File: config.mk
export PLATFORM = sky130hd
export DESIGN_NAME = aliens_bus_initiator
export DESIGN_NICKNAME = d
export VERILOG_FILES = /design/src/rtl/aliens_bus_initiator.sv
export SDC_FILE = /design/constraint.sdc
export NUM_CORES = 1
export LEC_CHECK = 0
export CORE_MARGIN = 8
export CORE_UTILIZATION = 38
export DETAILED_ROUTE_END_ITERATION = 8
export GPL_TIMING_DRIVEN = 1
export PLACE_DENSITY = 0.7
export SLEW_MARGIN = 20
export SYNTH_ARGS = -nofsm -noshare
export SYNTH_HDL_FRONTEND = slang
export SYNTH_SLANG_ARGS = --single-unit
File: constraint.sdc
create_clock -name clk -period 4.6 [get_ports clk]
set_clock_uncertainty 0.2 [all_clocks]
set_input_delay 0.92 -clock clk [delete_from_list [all_inputs] [get_ports clk]]
set_output_delay 0.92 -clock clk [all_outputs]
set_load 0.01 [all_outputs]
File: src/rtl/aliens_bus_initiator.sv
// ---------------------------------------------------------------------------
// aliens_bus_initiator
//
// Purpose: takes single-beat read/write requests on a valid/ready port and
// replays each one as a timed 052526-style external bus cycle (address setup,
// WAIT-stretchable strobe, one hold cycle), then reports completion with a
// one-cycle rsp_valid pulse. It also owns the BK4/WOCO/INIT decoder control
// bits, which only ever change on entry to IDLE (or in IDLE) so they are
// stable whenever AS may be low.
//
// Ports:
//   clk, reset                 system clock, synchronous active-high reset
//   req_valid/req_ready        request handshake
//   req_addr, req_we, req_wdata request address, direction, write data
//   rsp_valid, rsp_rdata, rsp_err  completion pulse, read data, timeout flag
//   ctl_we, ctl_wdata          control register write, {INIT, WOCO, BK4}
//   ADDR, AS, RW, DOUT, DOE    external bus address/strobe/direction/data
//   DIN, WAIT                  external bus read data and strobe stretch
//   BK4, WOCO, INIT            decoder control bits
// All outputs come straight from registers.
// ---------------------------------------------------------------------------
module aliens_bus_initiator #(
  parameter int ASU_CYC  = 2,
  parameter int AS_CYC   = 4,
  parameter int WAIT_MAX = 255
) (
  input  logic        clk,
  input  logic        reset,
  input  logic        req_valid,
  output logic        req_ready,
  input  logic [15:0] req_addr,
  input  logic        req_we,
  input  logic [7:0]  req_wdata,
  output logic        rsp_valid,
  output logic [7:0]  rsp_rdata,
  output logic        rsp_err,
  input  logic        ctl_we,
  input  logic [2:0]  ctl_wdata,
  output logic [15:0] ADDR,
  output logic        AS,
  output logic        RW,
  output logic [7:0]  DOUT,
  output logic        DOE,
  input  logic [7:0]  DIN,
  input  logic        WAIT,
  output logic        BK4,
  output logic        WOCO,
  output logic        INIT
);

  typedef enum logic [1:0] {IDLE, SETUP, STROBE, HOLD} state_t;

  state_t      state_q, state_d;
  logic [3:0]  cnt_q, cnt_d;
  logic [7:0]  wcnt_q, wcnt_d;
  logic        req_ready_q, req_ready_d;
  logic        rsp_valid_q, rsp_valid_d;
  logic [7:0]  rsp_rdata_q, rsp_rdata_d;
  logic        rsp_err_q, rsp_err_d;
  logic [15:0] addr_q, addr_d;
  logic        as_q, as_d;
  logic        rw_q, rw_d;
  logic [7:0]  dout_q, dout_d;
  logic        doe_q, doe_d;
  logic [2:0]  ctl_q, ctl_d;
  logic        pend_q, pend_d;
  logic [2:0]  pend_val_q, pend_val_d;

  // Next-state logic. cnt_q is shared: it counts setup cycles in SETUP and
  // WAIT-low strobe cycles in STROBE; wcnt_q counts WAIT-high strobe cycles
  // for the timeout. The registered strobe/ready/valid outputs are derived
  // from state_d so they line up exactly with the state they describe.
  always_comb begin
    state_d     = state_q;
    cnt_d       = cnt_q;
    wcnt_d      = wcnt_q;
    rsp_rdata_d = rsp_rdata_q;
    rsp_err_d   = rsp_err_q;
    addr_d      = addr_q;
    rw_d        = rw_q;
    dout_d      = dout_q;
    doe_d       = doe_q;
    ctl_d       = ctl_q;
    pend_d      = pend_q;
    pend_val_d  = pend_val_q;

    case (state_q)
      IDLE: begin
        if (req_valid && req_ready_q) begin
          addr_d    = req_addr;
          rw_d      = ~req_we;
          dout_d    = req_wdata;
          doe_d     = req_we;
          rsp_err_d = 1'b0;
          cnt_d     = 4'd0;
          state_d   = SETUP;
        end
      end
      SETUP: begin
        if (cnt_q == 4'(ASU_CYC - 1)) begin
          cnt_d   = 4'd0;
          wcnt_d  = 8'd0;
          state_d = STROBE;
        end else begin
          cnt_d = cnt_q + 4'd1;
        end
      end
      STROBE: begin
        // A WAIT-high cycle only feeds the timeout counter; the strobe phase
        // advances solely on WAIT-low cycles.
        if (WAIT) begin
          if (wcnt_q == 8'(WAIT_MAX - 1)) begin
            rsp_err_d   = 1'b1;
            rsp_rdata_d = 8'hFF;
            state_d     = HOLD;
          end else begin
            wcnt_d = wcnt_q + 8'd1;
          end
        end else if (cnt_q == 4'(AS_CYC - 1)) begin
          if (rw_q) begin
            rsp_rdata_d = DIN;
          end
          state_d = HOLD;
        end else begin
          cnt_d = cnt_q + 4'd1;
        end
      end
      HOLD: begin
        state_d = IDLE;
        doe_d   = 1'b0;
        rw_d    = 1'b1;
      end
      default: state_d = IDLE;
    endcase

    // Control bits may only move on an edge that lands in IDLE. From HOLD the
    // next state is always IDLE, so a write seen there (or a parked one) is
    // applied directly; elsewhere it is parked, newest value winning.
    if (ctl_we) begin
      if (state_q == IDLE || state_q == HOLD) begin
        ctl_d  = ctl_wdata;
        pend_d = 1'b0;
      end else begin
        pend_d     = 1'b1;
        pend_val_d = ctl_wdata;
      end
    end else if (state_q == HOLD && pend_q) begin
      ctl_d  = pend_val_q;
      pend_d = 1'b0;
    end

    as_d        = (state_d != STROBE);
    req_ready_d = (state_d == IDLE);
    rsp_valid_d = (state_d == HOLD);
  end

  // State and output registers; reset returns everything to idle values and
  // discards any parked control write.
  always_ff @(posedge clk) begin
    if (reset) begin
      state_q     <= IDLE;
      cnt_q       <= 4'd0;
      wcnt_q      <= 8'd0;
      req_ready_q <= 1'b1;
      rsp_valid_q <= 1'b0;
      rsp_rdata_q <= 8'h00;
      rsp_err_q   <= 1'b0;
      addr_q      <= 16'h0000;
      as_q        <= 1'b1;
      rw_q        <= 1'b1;
      dout_q      <= 8'h00;
      doe_q       <= 1'b0;
      ctl_q       <= 3'b000;
      pend_q      <= 1'b0;
      pend_val_q  <= 3'b000;
    end else begin
      state_q     <= state_d;
      cnt_q       <= cnt_d;
      wcnt_q      <= wcnt_d;
      req_ready_q <= req_ready_d;
      rsp_valid_q <= rsp_valid_d;
      rsp_rdata_q <= rsp_rdata_d;
      rsp_err_q   <= rsp_err_d;
      addr_q      <= addr_d;
      as_q        <= as_d;
      rw_q        <= rw_d;
      dout_q      <= dout_d;
      doe_q       <= doe_d;
      ctl_q       <= ctl_d;
      pend_q      <= pend_d;
      pend_val_q  <= pend_val_d;
    end
  end

  assign req_ready = req_ready_q;
  assign rsp_valid = rsp_valid_q;
  assign rsp_rdata = rsp_rdata_q;
  assign rsp_err   = rsp_err_q;
  assign ADDR      = addr_q;
  assign AS        = as_q;
  assign RW        = rw_q;
  assign DOUT      = dout_q;
  assign DOE       = doe_q;
  assign BK4       = ctl_q[0];
  assign WOCO      = ctl_q[1];
  assign INIT      = ctl_q[2];

endmodule

== Yosys cells after proc, flatten, opt, wreduce, memory -nomap -nowiden ==
Cells that the tools add are included.
Storage, ports and cells
  register bits: 59
  input port bits: 41
Cells by class
  bitwise operators: 2
  reductions and logical operators: 20
  add/subtract/negate cells: 2
  equal/unequal tests: 17
  muxes and demuxes: 33
Operators by type and width (count)
  $mux W8: 7
  $mux W4: 4
  $ne A2 B2 Y1 const B: 8
  $pmux W8 S2: 1
  $reduce_and A4 Y1: 4
  $pmux W4 S3: 1
  $reduce_bool A2 Y1: 6
  $mux W2: 5
  $mux W3: 3
  $add A8 B1 Y8 const B: 1
  $eq A8 B8 Y1 const B: 1
  $mux W1: 8
  $pmux W2 S4: 1
  $reduce_and A2 Y1: 4
  $eq A2 B2 Y1 const B: 3
  $pmux W1 S2: 3
  $add A4 B1 Y4 const B: 1
  $eq A4 B1 Y1 const B: 1
  $eq A4 B2 Y1 const B: 1
  $logic_not A2 Y1: 2
  $ne A2 B1 Y1 const B: 2
  $reduce_bool A3 Y1: 1
  $eq A2 B1 Y1 const B: 1
  $logic_and A1 B1 Y1: 2
  other kinds (2): 3

== Longest topological paths before layout ==
Gate-level depths: netlist of the first run.
  depth in word-level cells: 5
  gate-level depth with buffers: 7
  depth with buffers taken out: 6

== Worst setup path after synthesis of the first run ==
Ideal clock, no wire load.
  path kind: input-to-reg
  start: input port ctl_we
  end: register ctl_q[0]
  cell stages on the path: 4
  required time: 4.314 ns
  arrival: 1.873 ns
  setup time: 0.086 ns
  buffers on the path: 1
  slack: 2.442 ns
  path through: clkbuf_1 > mux2i_1 > nor2_1 > a211oi_1
On the way
  word-level cells in the longest chain between the ends: 2
Ends and longest elaborated chain
  from (decl): line 37  | input logic ctl_we,
  $ne A2 B1 Y1 (no line) / $reduce_bool A2 Y1 (equally long branches)
  $reduce_and A2 Y1 (no line)
  to (signal assigned): line 189  | ctl_q <= ctl_d;
  to (decl): line 65  | logic [2:0] ctl_q, ctl_d;
Parallel ways exist; a longest one is shown, timed or not.
A chain may end at the register's enable or synchronous reset.

==> impl_results.md, run 1 <==
- Cell taking the most area after synthesis: dfxtp_1
- Via-to-Cell Ratio: 5.088
- Largest net degree at the start of global routing: 31
- FMAX: about 0.38 GHz
- Pwr dens: between 300 and 400 nW/µm²
- Placement row count: 30
- Gr usage total: 0.1436
- Fraction of layout cells with a size suffix above 1: 0.06897
- Area growth, synth to finish: 41.74%
- Worst vdd ir: approximately 0.22 mV
- Worst-margin pin slew: approximately 0.86 ns
- Unique masters post-synth: 47
- CTS H-tree depth: 3
- CP max FO: 15
- Final Max Slew Viols: 0
- Element type at the critical path end: flop
- Net Switching: around 320 µW
- Routed wire length: around 6500 µm
- Post-DP Area: 3442 µm²
- Setup bufs post-CTS: 0
- Initial antenna violation count: 0
- Synth Cell Area: 2566 µm²
- Combinational power share: 0.170
- Dpl ws: 1.596 ns
- Clock Path Buffers: 2
- Hold crit path type: flop to flop
- Max-cap violations: 0
- 1st-iter DRT viols: 60
- RSZ-0062 raised after global routing: no
- Leak: 0.001331 µW
- Grt ovf: 0
- Arrival time at the worst endpoint: roughly 2.7 ns
- Worst-Skew Late Latency: around 0.33 ns
- Synthesis-stage register bit count: roughly 60
- Post-route setup TNS: 0 ns
- Reg power frac: 0.450
- First-pass GRT wire length: between 10000 and 15000 µm
- Final Cycle Share: 0.5741
- Worst Path Buf+Inv: 1
- Reg2Reg Setup Slack: between 2 and 2.5 ns
- Rel. slew slack: 0.4288
- Syn Nets: between 300 and 400
- Antenna cells: 0
- Initial core utilization: 0.3841
- Clk sinks: between 50 and 60
- Worst-path clk slew: ~0.07 ns
- Cells along the critical path: clkdlybuf4s50_1 > a31oi_1 > nand2_1 > mux2i_1
- Synth top area share: 0.4603
- Top_reg_cell synth: dfxtp_1
- Fin. Hold Viols: 0
- EDFF count, synth: 0
- Worst path required time: between 4 and 5 ns
- Crit start category: primary input
- Sw Share: 0.2588
- Die width: just under 100 µm
- DRT antenna net count: 0
- Slowest cell delay on critical path: 0.74 ns
- Crit path time final: about 2.6 ns
- I/O pins: a little over 80
- Post-DR wirelength/cell: between 10 and 15 µm
- Synth top area cells: dfxtp_1 46%, nand2_1 9.1%, a21oi_1 6.8%
- Vias in the first global route: between 2000 and 2500
- Status: completed
- First drt pass iteration count: 4
- Sequential element share of the synthesized area: 0.4603
- Die area: between 9000 and 10000 µm²
- Clk pwr share: 0.379
- Min setup slack post-route: just under 2 ns
- Fin area: between 3000 and 4000 µm²
- Post-CTS sizing: 0
- Cell family with most CP delay: compound AO/OA/AOI/OAI gates
- Dpl hpwl: between 4000 and 5000 µm
- CTS Hold Bufs: 0
- Via count: between 2000 and 2500
- Critical path class: primary input to flop
- Slowest stage cell, crit path: a31oi_1
- CTS buffer count: 9
- Core Box Area: 6681 µm²
- Gpl congestion: 0.8133
- Final setup violation count: 0
- Internal: just over 900 µW
- Syn Area/Cell: around 8.8 µm²
- Die height: 98.18 µm
- Placed cell count: roughly 440
- DRC: 0
- CTS tree: built
- Post-layout util: 0.5444
- Root buffer cell: clkbuf_8
- Final cell count without fillers: ~460
- Mapped Cells: a little under 300
- Synth warn: 0
- Async S/R FF share, synth: 0
- Nets: approximately 420
- I/O Buffers: a little over 80
synthesized netlist by cell type, types with 3 or more instances:
cell type,number
o221a_1,8
nand4_1,3
or3_1,3
a211oi_1,3
o31a_1,3
nand2b_1,5
dfxtp_1,59
nand2_1,62
nor2_1,10
o21ai_0,5
o21a_1,4
nand3_1,11
mux2i_1,9
inv_1,8
ha_1,9
nor2b_1,3
a21oi_1,35
nor4_1,3
o21ai_1,3
clkbuf_1,12
metrics by stage:
step                      total power (µW)  hold WS (ns)
final                                 1231        0.2549
after CTS                             1247        0.2553
after global placement               776.2        0.2408
after floorplan                      670.7        0.2357
after global routing                  1297        0.2797
after detailed placement             777.9        0.2456
worst paths after layout:
path | start | to | depth (start not counted)
worst max register to register | state_q[0] | cnt_q[0] | 6
worst min register to register | pend_val_q[1] | pend_val_q[1] | 2
worst max-delay path | reset | wcnt_q[6] | 4
worst min-delay path | pend_val_q[1] | pend_val_q[1] | 2
area by class of cell:
type	instances	area, µm²
well taps	80	100.1
clock buffers	12	145.1
clock inverters	4	50.05
repair buffers	83	825.8
multi-input cells	209	1297
inverters	10	37.54
fillers	624	3044
flip-flops and latches	59	1181
cells in the final DEF, fill, tap and decap left out, types with 4 or more instances in the layout:
cell | Yosys | final
a21oi_1 | 35 | 35
clkbuf_8 | 0 | 10
clkdlybuf4s50_1 | 0 | 81
dfxtp_1 | 59 | 59
ha_1 | 9 | 9
inv_1 | 8 | 8
mux2i_1 | 9 | 9
nand2_1 | 62 | 62
nand2b_1 | 5 | 5
nand3_1 | 11 | 11
nor2_1 | 10 | 10
o21a_1 | 4 | 4
o21ai_0 | 5 | 5
o221a_1 | 8 | 8
cell families (layout without fill, tap and decap cells):
group | after synthesis | after routing | synth area share
flops | 59 | 59 | 0.4603
compound gates | 77 | 77 | 0.2121
fa+ha+maj | 9 | 9 | 0.04388
buf+inv | 23 | 109 | 0.03413
mux | 10 | 10 | 0.03949
simple gates | 113 | 113 | 0.2101
layer usage:
metal  up-vias  track usage  wire length (µm)
met5         -            0                 0
met3         7      0.07895               583
met4         0      0.04014                83
met1      1060       0.1638              2921
met2        69       0.2260              2925
li1       1189            -                 -
worst min-delay path, delay by kind of cell (launching register included):
kind | cells | cell delay (ns)
flip-flops | 1 | 0.31
AO/OA/AOI/OAI | 1 | 0.05
AND/OR/NAND/NOR | 1 | 0.05
sequential cells by signal (all words and copies together), names as in the netlist:
signal	cells
ADDR	16
DOUT	8
rsp_rdata	8
wcnt_q	8
cnt_q	4
ctl_q	3
pend_val_q	3
state_q	2
AS	1
DOE	1
RW	1
pend_q	1
req_ready	1
rsp_err	1
rsp_valid	1
power groups by stage:
stage	Clock [µW]	Sequential, µW	Combinational, µW
after global routing	504	558	235
after detailed placement	0	566	212
after floorplan	0	576	94.5
after CTS	479	555	213
final	467	555	209
after global placement	0	565	211
No activity file was read; power rests on OpenSTA's default activity.
==> run 2, diff against run 1 <==
Clock period 4.6 ns to 2.7 ns, I/O delays scaled along.
==> impl_results.md, run 2 (synthesized netlist as in run 1, its figures left out) <==
- Placement row count: 30 (unchanged)
- DRC: 0 (unchanged)
- 1st-iter DRT viols: 81 (+35%)
- Dpl hpwl: 4967 µm (+4.5%)
- First-pass GRT wire length: 11510 µm (+1.4%)
- Status: completed
- Root buffer cell: clkbuf_8
- Net Switching: 541.7 µW (+70%)
- Antenna cells: 0 (unchanged)
- Arrival time at the worst endpoint: 2.37 ns (-0.32 ns)
- Reg power frac: 0.446 (-0.004)
- Setup bufs post-CTS: 0 (unchanged)
- Internal: 1581 µW (+73%)
- Core Box Area: 6681 µm² (unchanged)
- Final Cycle Share: 0.8594
- Cells along the critical path: inv_1 > ha_1 > and4bb_2 > a2111oi_4 > nand2_1 > o31ai_1
- CTS Hold Bufs: 0 (unchanged)
- Routed wire length: 6733 µm (+3.3%)
- Final Hold Slack: 0.2530 ns (-0.001925 ns)
- Clk pwr share: 0.380 (about the same)
- Number of fill cells: 628 (+0.64%)
- RSZ-0062 raised after global routing: no
- I/O pins: 82 (unchanged)
- Gr usage total: 0.1471 (+0.003527)
- Crit start category: flop
- Post-DR wirelength/cell: 14.64 µm (+2.7%)
- Gpl congestion: 0.7712 (-5.2%)
- Leak: 0.001361 µW (+2.2%)
- Initial antenna violation count: 0 (unchanged)
- CTS H-tree depth: 3 (unchanged)
- DRT antenna net count: 0 (unchanged)
- Worst-margin pin slew: 0.6553 ns (-0.2015 ns)
- Final setup violation count: 0 (unchanged)
- Worst-Skew Late Latency: 0.33 ns (about the same)
- I/O Buffers: 81 (unchanged)
- Final cell count without fillers: 460 (+0.66%)
- Max reg flops: 16 (unchanged)
- Clk sinks: 59 (unchanged)
- Fraction of layout cells with a size suffix above 1: 0.08158 (+0.01261)
- FMAX: around 0.43 GHz
- Slowest stage cell, crit path: dfxtp_1
- Final Max Slew Viols: 0 (unchanged)
- Nets: 426 (+0.95%)
- Worst Path Buf+Inv: 1 (unchanged)
- Clock Path Buffers: 2 (unchanged)
- Die area: 9638 µm² (unchanged)
- Post-route setup TNS: 0 ns (unchanged)
- Vias in the first global route: 2398 (+1.4%)
- Via count: 2361 (+1.5%)
- Worst vdd ir: 0.3515 mV (+58%)
- Placed cell count: 445 (+0.91%)
- Rel. slew slack: 0.5506 (+0.1218)
- Sw Share: 0.2552 (-0.003534)
- Grt ovf: 0 (unchanged)
- Pwr dens: 575.8 nW/µm² (+70%)
- Combinational power share: 0.174 (+0.004)
- Most common cell after layout, fill and taps aside: clkdlybuf4s50_1
- Fin. Hold Viols: 0 (unchanged)
- Worst-path clk slew: 0.07 ns (about the same)
- Cell family with most CP delay: compound AO/OA/AOI/OAI gates
- Worst path required time: 2.75 ns (-1.90 ns)
- Initial core utilization: 0.3841 (unchanged)
- Post-CTS sizing: 0 (unchanged)
- CTS buffer count: 9 (unchanged)
- Commonest cells after routing, fill and taps aside: 81 x clkdlybuf4s50_1, 62 x nand2_1, 59 x dfxtp_1, 35 x a21oi_1
- Max-cap violations: 0 (unchanged)
- CTS tree: built
- Die width: 98.18 µm (unchanged)
- Element type at the critical path end: flop
- First drt pass iteration count: 4 (unchanged)
- Crit path time final: roughly 2.3 ns
- Die height: 98.18 µm (unchanged)
- Critical path class: flop to flop
- Slowest cell delay on critical path: 0.46 ns (-0.28 ns)
- CP max FO: 12 (-3)
- Hold crit path type: flop to flop
- Largest net degree at the start of global routing: 38 (+23%)
- Via-to-Cell Ratio: 5.133 (+0.89%)
- Area growth, synth to finish: 43.64%
## run 2: cell count changes in the layout (fill, tap and decap cells not counted)
cell | before | now
clkbuf_1 | 2 | 0
buf_12 | 0 | 1
buf_4 | 2 | 5
clkbuf_8 | 10 | 11
## run 2: path summary, 6_finish.rpt
check / from / endpoint / slack, ns / cells past startpoint
worst max register to register: state_q[0] / cnt_q[0] / 0.38 / 6
worst min-delay path: ADDR[1] / ADDR[1] / 0.25 / 2
worst min register to register: ADDR[1] / ADDR[1] / 0.25 / 2
worst max-delay path: state_q[0] / cnt_q[0] / 0.38 / 6
## run 2: tightest hold or removal path, stage by stage, from the launching register on
cell     delay (ns)
dfxtp_1        0.31
nand2_1        0.05
a21oi_1        0.05
## run 2: cell type report
cell class	count	area, µm²	area share
Multi-Input combinational cell	209	1297	0.3520
Sequential cell	59	1181	0.3204
Timing Repair Buffer	87	868.3	0.2356
Clock buffer	11	151.4	0.04107
Tap cell	80	100.1	0.02716
Clock inverter	4	50.05	0.01358
Inverter	10	37.54	0.01018
## run 2: through the flow
| stage | setup WS (ns) | total power [µW] | instance area [µm²] | utilization |
|---|---|---|---|---|
| finish | 0.3797 | 2122 | 3686 | 0.5517 |
| CTS | 0.3814 | 2159 | 3686 | 0.5517 |
| floorplan | 0.7021 | 1143 | 2566 | - |
| global route | 0.2095 | 2244 | 3686 | 0.5517 |
| global placement | 0.3013 | 1330 | 3485 | 0.5215 |
| detailed placement | 0.2489 | 1337 | 3485 | 0.5215 |
## run 2: power groups by stage
stage / Sequential (µW) / Clock, µW / Combinational (µW)
after detailed placement: 966 / 0 / 371
after floorplan: 982 / 0 / 161
final: 946 / 807 / 369
after CTS: 946 / 839 / 374
after global placement: 962 / 0 / 368
after global routing: 952 / 882 / 410
## run 2: metal layers
layer  vias to the layer above  part of all wire  global-route usage
li1                       1200                 -                   -
met1                      1086              0.44              0.1691
met2                        69              0.46              0.2250
met3                         6             0.096             0.08890
met4                         0            0.0068             0.03896
met5                         -                 0                   0
==> run 3, diff against run 2 <==
Settings changed: RECOVER_POWER set to 25.
==> impl_results.md, run 3 (synthesized netlist as in run 1, its figures left out) <==
- Most common cell after layout, fill and taps aside: clkdlybuf4s50_1
- Post-layout util: 0.5513 (about the same)
- Slowest stage cell, crit path: dfxtp_1
- Rel. slew slack: 0.5498 (-0.0008090)
- CTS buffer count: 9 (unchanged)
- Max-cap violations: 0 (unchanged)
- Crit start category: flop
- Post-DR wirelength/cell: 14.65 µm (about the same)
- Post-DP Area: 3485 µm² (unchanged)
- Die height: 98.18 µm (unchanged)
- Final Hold Slack: 0.2530 ns (unchanged)
- Root buffer cell: clkbuf_8
- Pwr dens: 575.9 nW/µm² (about the same)
- Status: completed
- CTS tree: built
- Setup bufs post-CTS: 0 (unchanged)
- Post-CTS sizing: 0 (unchanged)
- Clk sinks: 59 (unchanged)
- Fin area: 3684 µm² (about the same)
- Via count: 2376 (+0.64%)
- Hold crit path type: flop to flop
- DRC: 0 (unchanged)
- I/O pins: 82 (unchanged)
- Area growth, synth to finish: 43.54% (about the same)
- Fraction of layout cells with a size suffix above 1: 0.08158 (unchanged)
- CTS H-tree depth: 3 (unchanged)
- Worst-Skew Late Latency: 0.33 ns (about the same)
- Slowest cell delay on critical path: 0.46 ns (about the same)
- Arrival time at the worst endpoint: 2.38 ns (about the same)
- Initial antenna violation count: 0 (unchanged)
- FMAX: 0.4298 GHz (-0.28%)
- Leak: 0.001360 µW (about the same)
- Core Box Area: 6681 µm² (unchanged)
- Final Max Slew Viols: 0 (unchanged)
- Worst-path clk slew: 0.07 ns (about the same)
- Cells along the critical path: inv_1 > ha_1 > and4bb_2 > a2111oi_4 > nand2_1 > o31ai_1
- CTS Hold Bufs: 0 (unchanged)
- Worst path required time: 2.75 ns (about the same)
- DRT antenna net count: 0 (unchanged)
- Final Cycle Share: 0.8617 (+0.002394)
- Dpl hpwl: 4967 µm (unchanged)
- RSZ-0062 raised after global routing: no
- Initial core utilization: 0.3841 (unchanged)
- Via-to-Cell Ratio: 5.165 (+0.64%)
- Die area: 9638 µm² (unchanged)
- CP max FO: 12 (unchanged)
- First-pass GRT wire length: 11510 µm (unchanged)
- Nets: 426 (unchanged)
- Gr usage total: 0.1471 (unchanged)
- Worst vdd ir: 0.3515 mV (about the same)
- 1st-iter DRT viols: 86 (+6.2%)
- Min setup slack post-route: 0.3733 ns (-0.006463 ns)
- Grt ovf: 0 (unchanged)
- Vias in the first global route: 2398 (unchanged)
- First drt pass iteration count: 4 (unchanged)
- Gpl congestion: 0.7712 (unchanged)
- Largest net degree at the start of global routing: 38 (unchanged)
- Clock Path Buffers: 2 (unchanged)
- Placement row count: 30 (unchanged)
- Routed wire length: 6738 µm (about the same)
- Fin. Hold Viols: 0 (unchanged)
- Critical path class: flop to flop
- Worst-margin pin slew: 0.6565 ns (+0.001180 ns)
- Antenna cells: 0 (unchanged)
- Post-route setup TNS: 0 ns (unchanged)
- Crit path time final: 2.327 ns (+0.006463 ns)
- I/O Buffers: 81 (unchanged)
- Dpl ws: 0.2489 ns (unchanged)
- Commonest cells after routing, fill and taps aside: 81 x clkdlybuf4s50_1, 62 x nand2_1, 59 x dfxtp_1, 35 x a21oi_1
- Die width: 98.18 µm (unchanged)
- Element type at the critical path end: flop
- Max reg flops: 16 (unchanged)
- Final setup violation count: 0 (unchanged)
[run 3: cell count changes in the layout (fill, tap and decap cells not counted), sizes merged]
cell    previous run  this run
buf                6         5
clkbuf            11        12
[run 3: per-stage QoR]
step           power, µW  cells
3_3_place_gp        1330    445
4_1_cts             2159    460
2_1_floorplan       1143    291
6_report            2121    460
5_1_grt             2243    460
3_5_place_dp        1337    445
[run 3: critical path, delay by kind of cell (launching register included)]
kind	cells	cell delay [ns]
buf+inv	1	0.11
compound gates	2	0.61
simple gates	2	0.52
flops	1	0.46
fa+ha+maj	1	0.35
[run 3: per-layer routing]
metal	wire length, µm	vias to the layer above	GRT usage
met5	0	-	0
met4	44	0	0.03896
met3	631	6	0.08890
met2	3096	73	0.2250
met1	2966	1098	0.1691
li1	-	1199	-
[run 3: power breakdown]
part / switching, µW / total, µW / internal, µW
sequential: 28.2 / 946 / 918
clock: 339 / 808 / 469
combinational: 175 / 367 / 192
[run 3: area by class of cell]
type                       instances  area [µm²]
clock inverter                     4       50.05
fill                             629        2998
sequential                        59        1181
multi-input combinational        209        1297
timing repair buffer              87       865.8
inverter                          10       37.54
tap                               80       100.1
clock buffer                      11       151.4
[run 3: worst paths after layout]
kind | start | end | slack (ns) | cells after the start
setup reg to reg | state_q[0] | cnt_q[0] | 0.37 | 6
hold / removal | ADDR[1] | ADDR[1] | 0.25 | 2
hold reg to reg | ADDR[1] | ADDR[1] | 0.25 | 2
setup / recovery | state_q[0] | cnt_q[0] | 0.37 | 6
